`src/rtl/minv_mdiv_seq.sv`:
```
// Host-side sequencer for the modular inverse/division core: loads p/a/b word streams,
// starts the core, waits for ready and streams the selected result out. Optional watchdog: MINV_SEQ_TIMEOUT_EN.
module minv_mdiv_seq #(
  parameter int unsigned WORDS          = 16,
  parameter int unsigned TIMEOUT_CYCLES = 65535
) (
  input  logic        clk,
  input  logic        rst,
  input  logic        op_valid,
  output logic        op_ready,
  input  logic        op_mode,
  input  logic        in_valid,
  output logic        in_ready,
  input  logic [15:0] in_data,
  output logic        out_valid,
  input  logic        out_ready,
  output logic [15:0] out_data,
  output logic        out_last,
  output logic        busy,
  output logic        err,
  output logic [15:0] core_datain,
  output logic        core_loada,
  output logic        core_loadb,
  output logic        core_loadp,
  output logic        core_minv_mdiv,
  output logic        core_en,
  output logic        core_outx1,
  output logic        core_outx2,
  input  logic [15:0] core_regx1out,
  input  logic [15:0] core_regx2out,
  input  logic        core_rdy,
  input  logic        core_flag
);

  localparam int unsigned CW = (WORDS > 1) ? $clog2(WORDS) : 1;
  localparam logic [CW-1:0] LAST = CW'(WORDS - 1);

  typedef enum logic [2:0] {
    S_IDLE, S_LOAD_P, S_LOAD_A, S_LOAD_B, S_START, S_WAIT, S_READ
  } state_e;

  state_e        state_q;
  logic [CW-1:0] cnt_q;
  logic          mode_q;
  logic          flag_q;
  logic [1:0]    guard_q;
  logic          loading;
  logic          rdy_ok;

  assign loading = (state_q == S_LOAD_P) || (state_q == S_LOAD_A) || (state_q == S_LOAD_B);
  // Ready from the previous operation may still be high for the first WAIT cycles.
  assign rdy_ok  = (guard_q == 2'd2) && core_rdy;

`ifdef MINV_SEQ_TIMEOUT_EN
  localparam logic [15:0] TMO_LAST = 16'(TIMEOUT_CYCLES - 1);
  logic [15:0] tmo_q;
  logic        err_q;
  assign err = err_q;
`else
  logic unused_tmo;
  assign unused_tmo = ^TIMEOUT_CYCLES;
  assign err = 1'b0;
`endif

  always_ff @(posedge clk or posedge rst) begin
    if (rst) begin
      state_q <= S_IDLE;
      cnt_q   <= '0;
      mode_q  <= 1'b1;
      flag_q  <= 1'b0;
      guard_q <= '0;
`ifdef MINV_SEQ_TIMEOUT_EN
      tmo_q   <= '0;
      err_q   <= 1'b0;
`endif
    end else begin
      case (state_q)
        S_IDLE: begin
          if (op_valid) begin
            mode_q  <= op_mode;
            cnt_q   <= '0;
            state_q <= S_LOAD_P;
`ifdef MINV_SEQ_TIMEOUT_EN
            err_q   <= 1'b0;
`endif
          end
        end
        S_LOAD_P, S_LOAD_A, S_LOAD_B: begin
          if (in_valid) begin
            if (cnt_q == LAST) begin
              cnt_q <= '0;
              case (state_q)
                S_LOAD_P: state_q <= S_LOAD_A;
                S_LOAD_A: state_q <= mode_q ? S_START : S_LOAD_B;
                default:  state_q <= S_START;
              endcase
            end else begin
              cnt_q <= cnt_q + 1'b1;
            end
          end
        end
        S_START: begin
          guard_q <= '0;
`ifdef MINV_SEQ_TIMEOUT_EN
          tmo_q   <= '0;
`endif
          state_q <= S_WAIT;
        end
        S_WAIT: begin
          if (rdy_ok) begin
            flag_q  <= core_flag;
            state_q <= S_READ;
          end else begin
            if (guard_q != 2'd2) guard_q <= guard_q + 2'd1;
`ifdef MINV_SEQ_TIMEOUT_EN
            if (tmo_q == TMO_LAST) begin
              err_q   <= 1'b1;
              state_q <= S_IDLE;
            end else begin
              tmo_q <= tmo_q + 16'd1;
            end
`endif
          end
        end
        S_READ: begin
          if (out_ready) begin
            if (cnt_q == LAST) begin
              cnt_q   <= '0;
              state_q <= S_IDLE;
            end else begin
              cnt_q <= cnt_q + 1'b1;
            end
          end
        end
        default: state_q <= S_IDLE;
      endcase
    end
  end

  assign op_ready       = (state_q == S_IDLE);
  assign busy           = (state_q != S_IDLE);
  assign in_ready       = loading;
  assign core_datain    = loading ? in_data : '0;
  assign core_loadp     = (state_q == S_LOAD_P) && in_valid;
  assign core_loada     = (state_q == S_LOAD_A) && in_valid;
  assign core_loadb     = (state_q == S_LOAD_B) && in_valid;
  assign core_minv_mdiv = mode_q;
  assign core_en        = (state_q == S_START);
  assign out_valid      = (state_q == S_READ);
  assign out_data       = out_valid ? (flag_q ? core_regx2out : core_regx1out) : '0;
  assign out_last       = out_valid && (cnt_q == LAST);
  assign core_outx1     = out_valid && out_ready && !flag_q;
  assign core_outx2     = out_valid && out_ready && flag_q;

endmodule

```
`config.mk`:
```
export PLATFORM = sky130hd
export DESIGN_NAME = minv_mdiv_seq
export DESIGN_NICKNAME = d
export VERILOG_FILES = /design/src/rtl/minv_mdiv_seq.sv
export SDC_FILE = /design/constraint.sdc
export NUM_CORES = 1
export LEC_CHECK = 0
export CAP_MARGIN = 20
export CORE_MARGIN = 2
export CORE_UTILIZATION = 34
export CTS_CLUSTER_DIAMETER = 50
export DETAILED_ROUTE_END_ITERATION = 7
export GPL_ROUTABILITY_DRIVEN = 0
export PLACE_DENSITY = 0.89
export SETUP_SLACK_MARGIN = 0.4
export SLEW_MARGIN = 20
export SYNTH_ARGS = -nofsm -noshare
export SYNTH_HDL_FRONTEND = slang
export SYNTH_SLANG_ARGS = --single-unit
export TNS_END_PERCENT = 1
```
`constraint.sdc`:
```
create_clock -name clk -period 4.6 [get_ports clk]
set_input_delay 0.46 -clock clk [delete_from_list [all_inputs] [get_ports clk]]
set_output_delay 0.46 -clock clk [all_outputs]
set_load 0.1 [all_outputs]
```
==> results of run 1 <==
[cell usage after synthesis (4+ instances only)]
| cell | count | area, µm² |
|---|---|---|
| sky130_fd_sc_hd__a21oi_1 | 4 | 20.02 |
| sky130_fd_sc_hd__and2_1 | 16 | 100.1 |
| sky130_fd_sc_hd__and3_1 | 4 | 25.02 |
| sky130_fd_sc_hd__buf_2 | 4 | 20.02 |
| sky130_fd_sc_hd__dfrtp_1 | 10 | 250.2 |
| sky130_fd_sc_hd__inv_1 | 8 | 30.03 |
| sky130_fd_sc_hd__mux2i_1 | 17 | 170.2 |
| sky130_fd_sc_hd__nand2_1 | 9 | 33.78 |
| sky130_fd_sc_hd__nand2b_1 | 5 | 31.28 |
| sky130_fd_sc_hd__nor2_1 | 24 | 90.09 |
| sky130_fd_sc_hd__o21ai_0 | 4 | 20.02 |
[registers in the layout, indices dropped and copies added, names as in the netlist]
name / flops
cnt_q: 4
core_minv_mdiv: 1
flag_q: 1
guard_q: 2
state_q: 3
[worst paths after layout]
| check | from | slack (ns) | endpoint |
|---|---|---|---|
| max in group asynchronous | rst | 3.79 | core_minv_mdiv |
| max reg2reg | state_q[2] | 2.85 | cnt_q[3] |
| min reg2reg | guard_q[1] | 0.51 | guard_q[1] |
| min in group clk | guard_q[1] | 0.51 | guard_q[1] |
| min | rst | 0.47 | flag_q |
| max | state_q[1] | 1.11 | core_outx2 |
[worst max-delay path: stages, from the launching register on]
cell and delay, ns:
sky130_fd_sc_hd__dfrtp_1 0.58, sky130_fd_sc_hd__inv_1 0.11, sky130_fd_sc_hd__nor2_1 0.17, sky130_fd_sc_hd__nand2_1 0.38, sky130_fd_sc_hd__inv_1 0.19, sky130_fd_sc_hd__and3_1 0.17, sky130_fd_sc_hd__clkdlybuf4s50_1 1.15
[metal layers]
layer | share of wire | track usage
met1 | 0.38 | 0.2072
met2 | 0.45 | 0.3684
met3 | 0.16 | 0.06418
met4 | 0.012 | 0.07295
met5 | 0 | 0
[layout make-up]
| type | count | area (µm²) |
|---|---|---|
| timing repair buffer | 99 | 991.0 |
| fill | 274 | 947.2 |
| multi-input combinational | 118 | 777.0 |
| sequential | 11 | 276.5 |
| tap | 44 | 55.05 |
| inverter | 8 | 30.03 |
| clock buffer | 4 | 26.28 |
[logic make-up after synthesis]
group | synth area share
and+or+nand+nor | 0.3411
AOI/OAI and AO/OA | 0.1391
muxes | 0.1799
buffers and inverters | 0.07064
DFF | 0.2439
adders and majority gates | 0.02207
other | 0.003308
[power breakdown]
| group | internal [mW] | leakage (nW) | total, mW | switching [mW] |
|---|---|---|---|---|
| Combinational | 0.383 | 0.689 | 1.39 | 1.00 |
| Sequential | 0.137 | 0.141 | 0.222 | 0.0849 |
| Clock | 0.0337 | 0.0150 | 0.0694 | 0.0357 |
| Total | 0.554 | 0.845 | 1.68 | 1.12 |
==> results.cfg, run 1 <==
[worst_setup_path]
critical_path_class = reg -> out
critical_path_required_ns = 4.14
timing.critical_path.arrival_ns = 3.03
crit_path_max_fanout = 18
worst_setup_path_end_kind = output port
rr_worst_depth = 4
critical_path.startpoint_type = register

[synth]
yosysSeqAreaShare = 0.2439
yosysWarnings = 0
postSynthNetCount = 204
synth.lib_cells_used.distinct = 42
syn-instance-count = 146
syn_avg_cell_area_um2 = 7.764
asyncSetResetFlopFracSynth = 1.000
mappedNetlistArea_um2 = 1134
ys_seq_elements = 11
ys_dominant_reg_cell = sky130_fd_sc_hd__dfrtp_1
number_of_enable_flip_flop_cells_after_synthesis = 0

[finish]
flow.area_growth_from_synthesis_pct = 90.18
postLayoutCoreUtil = 0.6948
final_cells = 284
most_used_cells_in_the_layout_excluding_fill_and_tap_cells = sky130_fd_sc_hd__clkdlybuf4s50_1, sky130_fd_sc_hd__nor2_1, sky130_fd_sc_hd__mux2i_1, sky130_fd_sc_hd__and2_1, sky130_fd_sc_hd__dfrtp_1
layout.cells.most_common = sky130_fd_sc_hd__clkdlybuf4s50_1
final_layout_size_suffix_gt1_frac = 0.05000
layout.cell_area.non_filler_um2 = 2156
antenna_fix_cells = 0
finish.net_count = 299

[placed_design]
hpwl_um = 3094
placedInstanceArea_um2 = 2130
post-place-cells = 280
place_ws_ns = 1.406
buffer_ports.inserted = 99

[pwr]
ir_drop_mv = 0.8316
power.leakage_nw = 0.8453
total_power_mw = 1.677
power_density_nw_per_um2 = 778.0

[global_routing]
globalRouteOverflowTotal = 0
grt_first_pass_wirelength_um = 5658
antenna_violations_before_repair = 0
grt_util_all_layers = 0.1984
grt_pass1_vias = 1389
grt_max_degree = 20

[timing]
setup_viol_count_final = 0
timing.setup.tns_ns = 0
finalHoldViolCount = 0
max_clock_freq_mhz = 286.6
final_period_minus_worst_setup_slack_ns = 3.489
hold_ws_ns = 0.4747
setup_slack_ns = 1.111
drv_slew = 0
maxSlewHeadroom = 0.3403
tightest_slew_ns = 0.9865
skew_ns = 0.003766
period_share = 0.7585
setup_repair_after_global_routing_missed_its_margin = no

[route]
residual_drc_count = 0
dr.pass1.iters = 4
drt_iter0_drc = 28
detail-route-antenna-nets = 0
vias_per_cell = 4.972
vias = 1412
finalWirelength_um = 3681
post_drt_wl_per_cell_um = 12.96

[die]
floorplan.rows = 20
floorplan.initialDensity = 0.3653
coreArea_um2 = 3103
dieArea_um2 = 3812
ioPinCount = 101
die_w_um = 61.74
chipHeight_um = 61.74

[clock_network]
cts_buffers = 3
clock_edge_transition_at_the_registers_on_the_reported_setup_and_hold_paths_ns = 0.07
post-cts-setup-buffer-count = 0
cts_hold_buffers = 0
clock_insertion_delay_worst_skew_ns = 0.28
cts_tree = yes
ctsHtreeMaxLevel = 1
cts_max_path_buffers = 2
clk_root_buffer_cell = sky130_fd_sc_hd__clkbuf_4
cts_repair_resize_count = 0
cts_num_sinks = 11

[job]
max_cap_violations = 0

[outcome]
run_status = finished clean

[worst_hold_path]
hold_path_class = in -> async
Power figures use the tool's default switching activity.
==> run 2, diff against run 1 <==
Settings changed: CORE_UTILIZATION 34 to 31, PLACE_DENSITY 0.89 to 0.82.
Clock period 4.6 ns to 3.6 ns, I/O delays scaled along.
==> results.cfg, run 2 (same netlist as run 1, synthesis figures left out) <==
[outcome]
run_status = finished clean

[worst_setup_path]
worst_path_dominant_cell_family = buffers and inverters
crit_path_top_delay_cell = sky130_fd_sc_hd__clkdlybuf4s50_1
critical_path_class = reg -> out
crit_path_max_fanout = 15
rr_startpoint = state_q[2]
timing.reg2reg.setup_slack_ns = 1.88
timing.rr.end = cnt_q[3]
cp_cell_instances = nor2_1 -> nand2_1 -> clkdlybuf4s50_1
critical_path_required_ns = 3.24
max_stage_delay_ns = 1.14
critical_path.startpoint_type = register
critical_path.n_buffers_inverters = 1
worst_setup_path_end_kind = output port
rr_worst_depth = 4
timing.critical_path.arrival_ns = 2.30

[timing]
max_clock_freq_mhz = 376.2
timing.setup.tns_ns = 0
tightest_slew_ns = 0.9811
finalHoldViolCount = 0
setup_viol_count_final = 0
final_period_minus_worst_setup_slack_ns = 2.658
drv_slew = 0
skew_ns = 0.009248
period_share = 0.7383
setup_slack_ns = 0.9420
maxSlewHeadroom = 0.3439
setup_repair_after_global_routing_missed_its_margin = no

[route]
drt_iter0_drc = 35
post_drt_wl_per_cell_um = 12.90
vias = 1388
residual_drc_count = 0
vias_per_cell = 4.853
finalWirelength_um = 3689
dr.pass1.iters = 4
detail-route-antenna-nets = 0

[finish]
fillerInstances = 331
register_area_um2 = 276.5
finish.net_count = 299
max_reg_flops = 4
layout_top_registers = cnt_q x4, state_q x3, guard_q x2
registers.top_by_ff_count = cnt_q
multiInputGateArea_um2 = 777.0
flow.area_growth_from_synthesis_pct = 81.24
layout.cells.most_common = sky130_fd_sc_hd__clkdlybuf4s50_1
final_layout_size_suffix_gt1_frac = 0.2292
layout.cell_area.non_filler_um2 = 2054
postLayoutCoreUtil = 0.6015
antenna_fix_cells = 0
most_used_cells_in_the_layout_excluding_fill_and_tap_cells = sky130_fd_sc_hd__clkdlybuf4s50_1, sky130_fd_sc_hd__buf_4, sky130_fd_sc_hd__nor2_1, sky130_fd_sc_hd__mux2i_1, sky130_fd_sc_hd__and2_1

[clock_network]
cts_hold_buffers = 0
cts_buffers = 3
post-cts-setup-buffer-count = 0
clock_edge_transition_at_the_registers_on_the_reported_setup_and_hold_paths_ns = 0.08
clock_insertion_delay_worst_skew_ns = 0.28
cts_max_path_buffers = 2
cts_tree = yes
clk_root_buffer_cell = sky130_fd_sc_hd__clkbuf_4
ctsHtreeMaxLevel = 1
cts_num_sinks = 11
cts_repair_resize_count = 0

[worst_hold_path]
hold_path_class = in -> async

[pwr]
power_density_nw_per_um2 = 1023
ir_drop_mv = 0.8948
power.leakage_nw = 0.9206
total_power_mw = 2.101

[global_routing]
globalRouteOverflowTotal = 0
grt_pass1_vias = 1377
grt_first_pass_wirelength_um = 5954
antenna_violations_before_repair = 0
grt_max_degree = 20
grt_util_all_layers = 0.1799

[die]
dieArea_um2 = 4156
coreArea_um2 = 3416
floorplan.rows = 21
ioPinCount = 101
chipHeight_um = 64.47
floorplan.initialDensity = 0.3319
die_w_um = 64.47

[placed_design]
place_ws_ns = 1.257
hpwl_um = 3054
placedInstanceArea_um2 = 2027
buffer_ports.inserted = 99

[job]
max_cap_violations = 0
-- run 2: cell count changes in the layout (fill, tap and decap cells not counted) --
cell,delta
sky130_fd_sc_hd__clkdlybuf4s50_1,-42
sky130_fd_sc_hd__buf_4,+42
sky130_fd_sc_hd__clkbuf_1,-1
sky130_fd_sc_hd__clkinv_2,+1
-- run 2: per-layer routing --
layer,routed length (µm),share of wire,GRT usage
met1,1465,0.40,0.2084
met2,1742,0.47,0.3216
met3,460,0.12,0.05382
met4,21,0.0057,0.04787
met5,0,0,0
-- run 2: area by class of cell --
class / count / share of cell area
Clock buffer: 3 / 0.01096
Tap cell: 46 / 0.02801
Multi-Input combinational cell: 118 / 0.3782
Timing Repair Buffer: 99 / 0.4312
Inverter: 8 / 0.01462
Sequential cell: 11 / 0.1346
Clock inverter: 1 / 0.002436
-- run 2: worst reg2reg max path: stages, from the launching register on --
cell and delay [ns]:
sky130_fd_sc_hd__dfrtp_1 0.53, sky130_fd_sc_hd__or4b_4 0.61, sky130_fd_sc_hd__and4_4 0.24, sky130_fd_sc_hd__nand2b_4 0.14, sky130_fd_sc_hd__o22ai_1 0.13
-- run 2: worst max-delay path by stage --
| stage | startpoint | endpoint | cells after the start |
|---|---|---|---|
| floorplan | state_q[0] | core_datain[10] | 5 |
| global placement | state_q[0] | busy | 3 |
| detailed placement | state_q[2] | busy | 3 |
| CTS | state_q[2] | busy | 3 |
| global route | state_q[1] | busy | 3 |
| finish | state_q[0] | busy | 3 |
-- run 2: power breakdown --
| group | switching, mW | internal, mW | leakage [nW] |
|---|---|---|---|
| sequential | 0.105 | 0.175 | 0.141 |
| clock | 0.0478 | 0.0413 | 0.0177 |
| combinational | 1.28 | 0.448 | 0.762 |
-- run 2: through the flow --
| step | instances | hold WS, ns |
|---|---|---|
| final | 286 | 0.3732 |
| after global routing | 286 | 0.4197 |
| after CTS | 286 | 0.3792 |
| after detailed placement | 282 | 0.5054 |
| after global placement | 282 | 0.4914 |
| after floorplan | 146 | 0.2117 |
==> variant: new RTL, settings of run 2 <==
The option `MINV_SEQ_TIMEOUT_EN` is turned on by a define.
--- a/src/rtl/minv_mdiv_seq.sv
+++ b/src/rtl/minv_mdiv_seq.sv
@@ -2,2 +2,4 @@
 // starts the core, waits for ready and streams the selected result out. Optional watchdog: MINV_SEQ_TIMEOUT_EN.
+`define MINV_SEQ_TIMEOUT_EN
+
 module minv_mdiv_seq #(
Check against the original RTL: no difference found for any inputs over 10 cycles, from zero or initial values and one cycle with rst high; that may be too few to reach the edited logic, so the function may still have changed.
==> variant against run 2 <==
Via count rose by 53%; cell area rose by 48%; critical path depth rose by 2; sequential power rose by 90%; total power rose by 17%; wire length rose by 52%; clock skew fell by 4.4 ps; synthesized area rose by 81%; setup slack got worse by 34 ps; cell count rose by 46%; sequential cell count rose by 17.
==> variant: results (changes against run 2) <==
** Place
- The number of cells after detailed placement came to 414 (was 282).
- The placed wire-length estimate after detailed placement is 4490 um (was 3050 um).
- Number of I/O port buffers :: 100 (was 99)
- Post-place instance area :: 2990 um^2 (was 2030 um^2)

** Worst setup path
- Worst r2r path cells :: 5 (was 4)
- The largest stage delay on the critical path was 560 ps (was 1140 ps).
- The data arrival at the endpoint of the critical path came to 2330 ps (was 2300 ps).
- Highest fanout seen on the critical path :: 19 (was 15)

** Final layout
- Top Registers :: tmo_q (16), cnt_q (4), state_q (3) (was cnt_q (4), state_q (3), guard_q (2))
- The number of inserted filler cells in the final layout is 617 (was 331).
- The net count of the finished layout was 402 (was 299).
- The most flop-heavy register was tmo_q (was cnt_q).
- The layout cell share with drive strength beyond 1 came to 0.173 (was 0.229).
- The total area of multi-input combinational cells was 1260 um^2 (was 777 um^2).

** Yosys
- Leading post-synthesis cells by instance count :: sky130_fd_sc_hd__nor2_1 (37), sky130_fd_sc_hd__dfrtp_1 (27), sky130_fd_sc_hd__nand2_1 (19) (was sky130_fd_sc_hd__nor2_1 (24), sky130_fd_sc_hd__mux2i_1 (17), sky130_fd_sc_hd__and2_1 (16))
- Syn Nets :: 309 (was 204)
- Post-synthesis instance total :: 249 (was 146)
- Biggest area contributors in the synthesized netlist: sky130_fd_sc_hd__dfrtp_1 (33%), sky130_fd_sc_hd__mux2i_1 (8.8%), sky130_fd_sc_hd__nor2_1 (6.8%) (was sky130_fd_sc_hd__dfrtp_1 (22%), sky130_fd_sc_hd__mux2i_1 (15%), sky130_fd_sc_hd__and2_1 (8.8%)).
- Count of yosys warnings during synthesis :: 0 (unchanged)
- The number of distinct library cells after synthesis came to 46 (was 42).
- Sequential-to-total area share from yosys stat :: 0.343 (was 0.244)

** STA
- Worst clock skew :: 4.90 ps (was 9.25 ps)
- Slew @ Worst Pin :: 986 ps (was 981 ps)

** GRT
- The maximum number of pins on one net before global-route repair was 29 (was 20).
- The global-route wire length before repair came to 9650 um (was 5950 um).

** Routing
- Routed wire per std cell :: 13.4 um (was 12.9 um)
- Wirelength, routed :: 5610 um (was 3690 um)
- The DRC marker count from the first detailed-route iteration came to 114 (was 35).
- The total number of vias came to 2126 (was 1388).

** Pwr
- The static leakage is 0.00128 uW (was 0.000921 uW).
- The maximum VDD drop came to 0.677 mV (was 0.895 mV).

** Clocking
- Root Buffer Master :: sky130_fd_sc_hd__clkbuf_8 (was sky130_fd_sc_hd__clkbuf_4)
- Clk pin slew, worst setup/hold paths :: 100 ps (was 80 ps)
- The clock latency at the later pin of the worst-skew pair came to 280 ps (about the same).

** Status
- Outcome: complete, no violations (unchanged).
variant: changes by cell type after synthesis, sizes merged, moves of 7 or more:
cell | run 2 | this run
dfrtp | 10 | 27
nor2 | 24 | 37
nand3 | 2 | 14
nand2 | 9 | 20
xnor2 | 0 | 10
a21oi | 4 | 12
nor3 | 2 | 9
variant: through the flow:
stage | power, uW | worst slack (ps) | hold WS, ps
after floorplan | 1930 | 452 | 425
after global placement | 2250 | 1290 | 462
after detailed placement | 2280 | 1230 | 477
after CTS | 2480 | 907 | 490
after global routing | 2600 | 691 | 515
final | 2460 | 908 | 464
variant: cell type report:
cell class                 count  area share
inverter                       9      0.0111
clock buffer                   4      0.0181
tap                           77      0.0317
sequential                    28       0.231
multi-input combinational    200       0.414
timing repair buffer         100       0.294
variant: cell families (layout without fill, tap and decap cells):
logic type,after synthesis,in the layout,synth area share
and+or+nand+nor,124,124,0.312
AOI/OAI and AO/OA,40,40,0.125
DFF,28,28,0.343
muxes,22,22,0.110
buffers and inverters,21,113,0.0434
xor gates and xnor gates,10,10,0.0428
adders and majority gates,4,4,0.0244
variant: path summary, 6_finish.rpt:
kind,from,end,slack [ps]
min reg2reg,guard_q[0],guard_q[0],490
min in group clk,guard_q[0],guard_q[0],490
min,rst,err,460
max reg2reg,state_q[0],state_q[0],1380
max in group asynchronous,rst,tmo_q[7],2750
max,state_q[0],core_outx2,910
variant: report_power, final:
group | switching, uW | total [uW] | internal (uW)
clock | 97.9 | 196 | 98.0
sequential | 147 | 532 | 385
combinational | 1280 | 1730 | 456
total | 1520 | 2460 | 940
variant: metal layers:
metal,vias to the layer above,part of all wire,GRT usage
met5,-,0,0
met4,0,0.0082,0.0361
met3,4,0.075,0.0535
met2,76,0.50,0.283
met1,984,0.42,0.196
li1,1062,-,-
variant: worst reg2reg max path: cells and delay by family, from the launching register on:
kind / cells / cell delay (ps)
muxes: 1 / 200
DFF: 1 / 640
and+or+nand+nor: 1 / 530
buffers and inverters: 1 / 190
AOI/OAI and AO/OA: 2 / 580
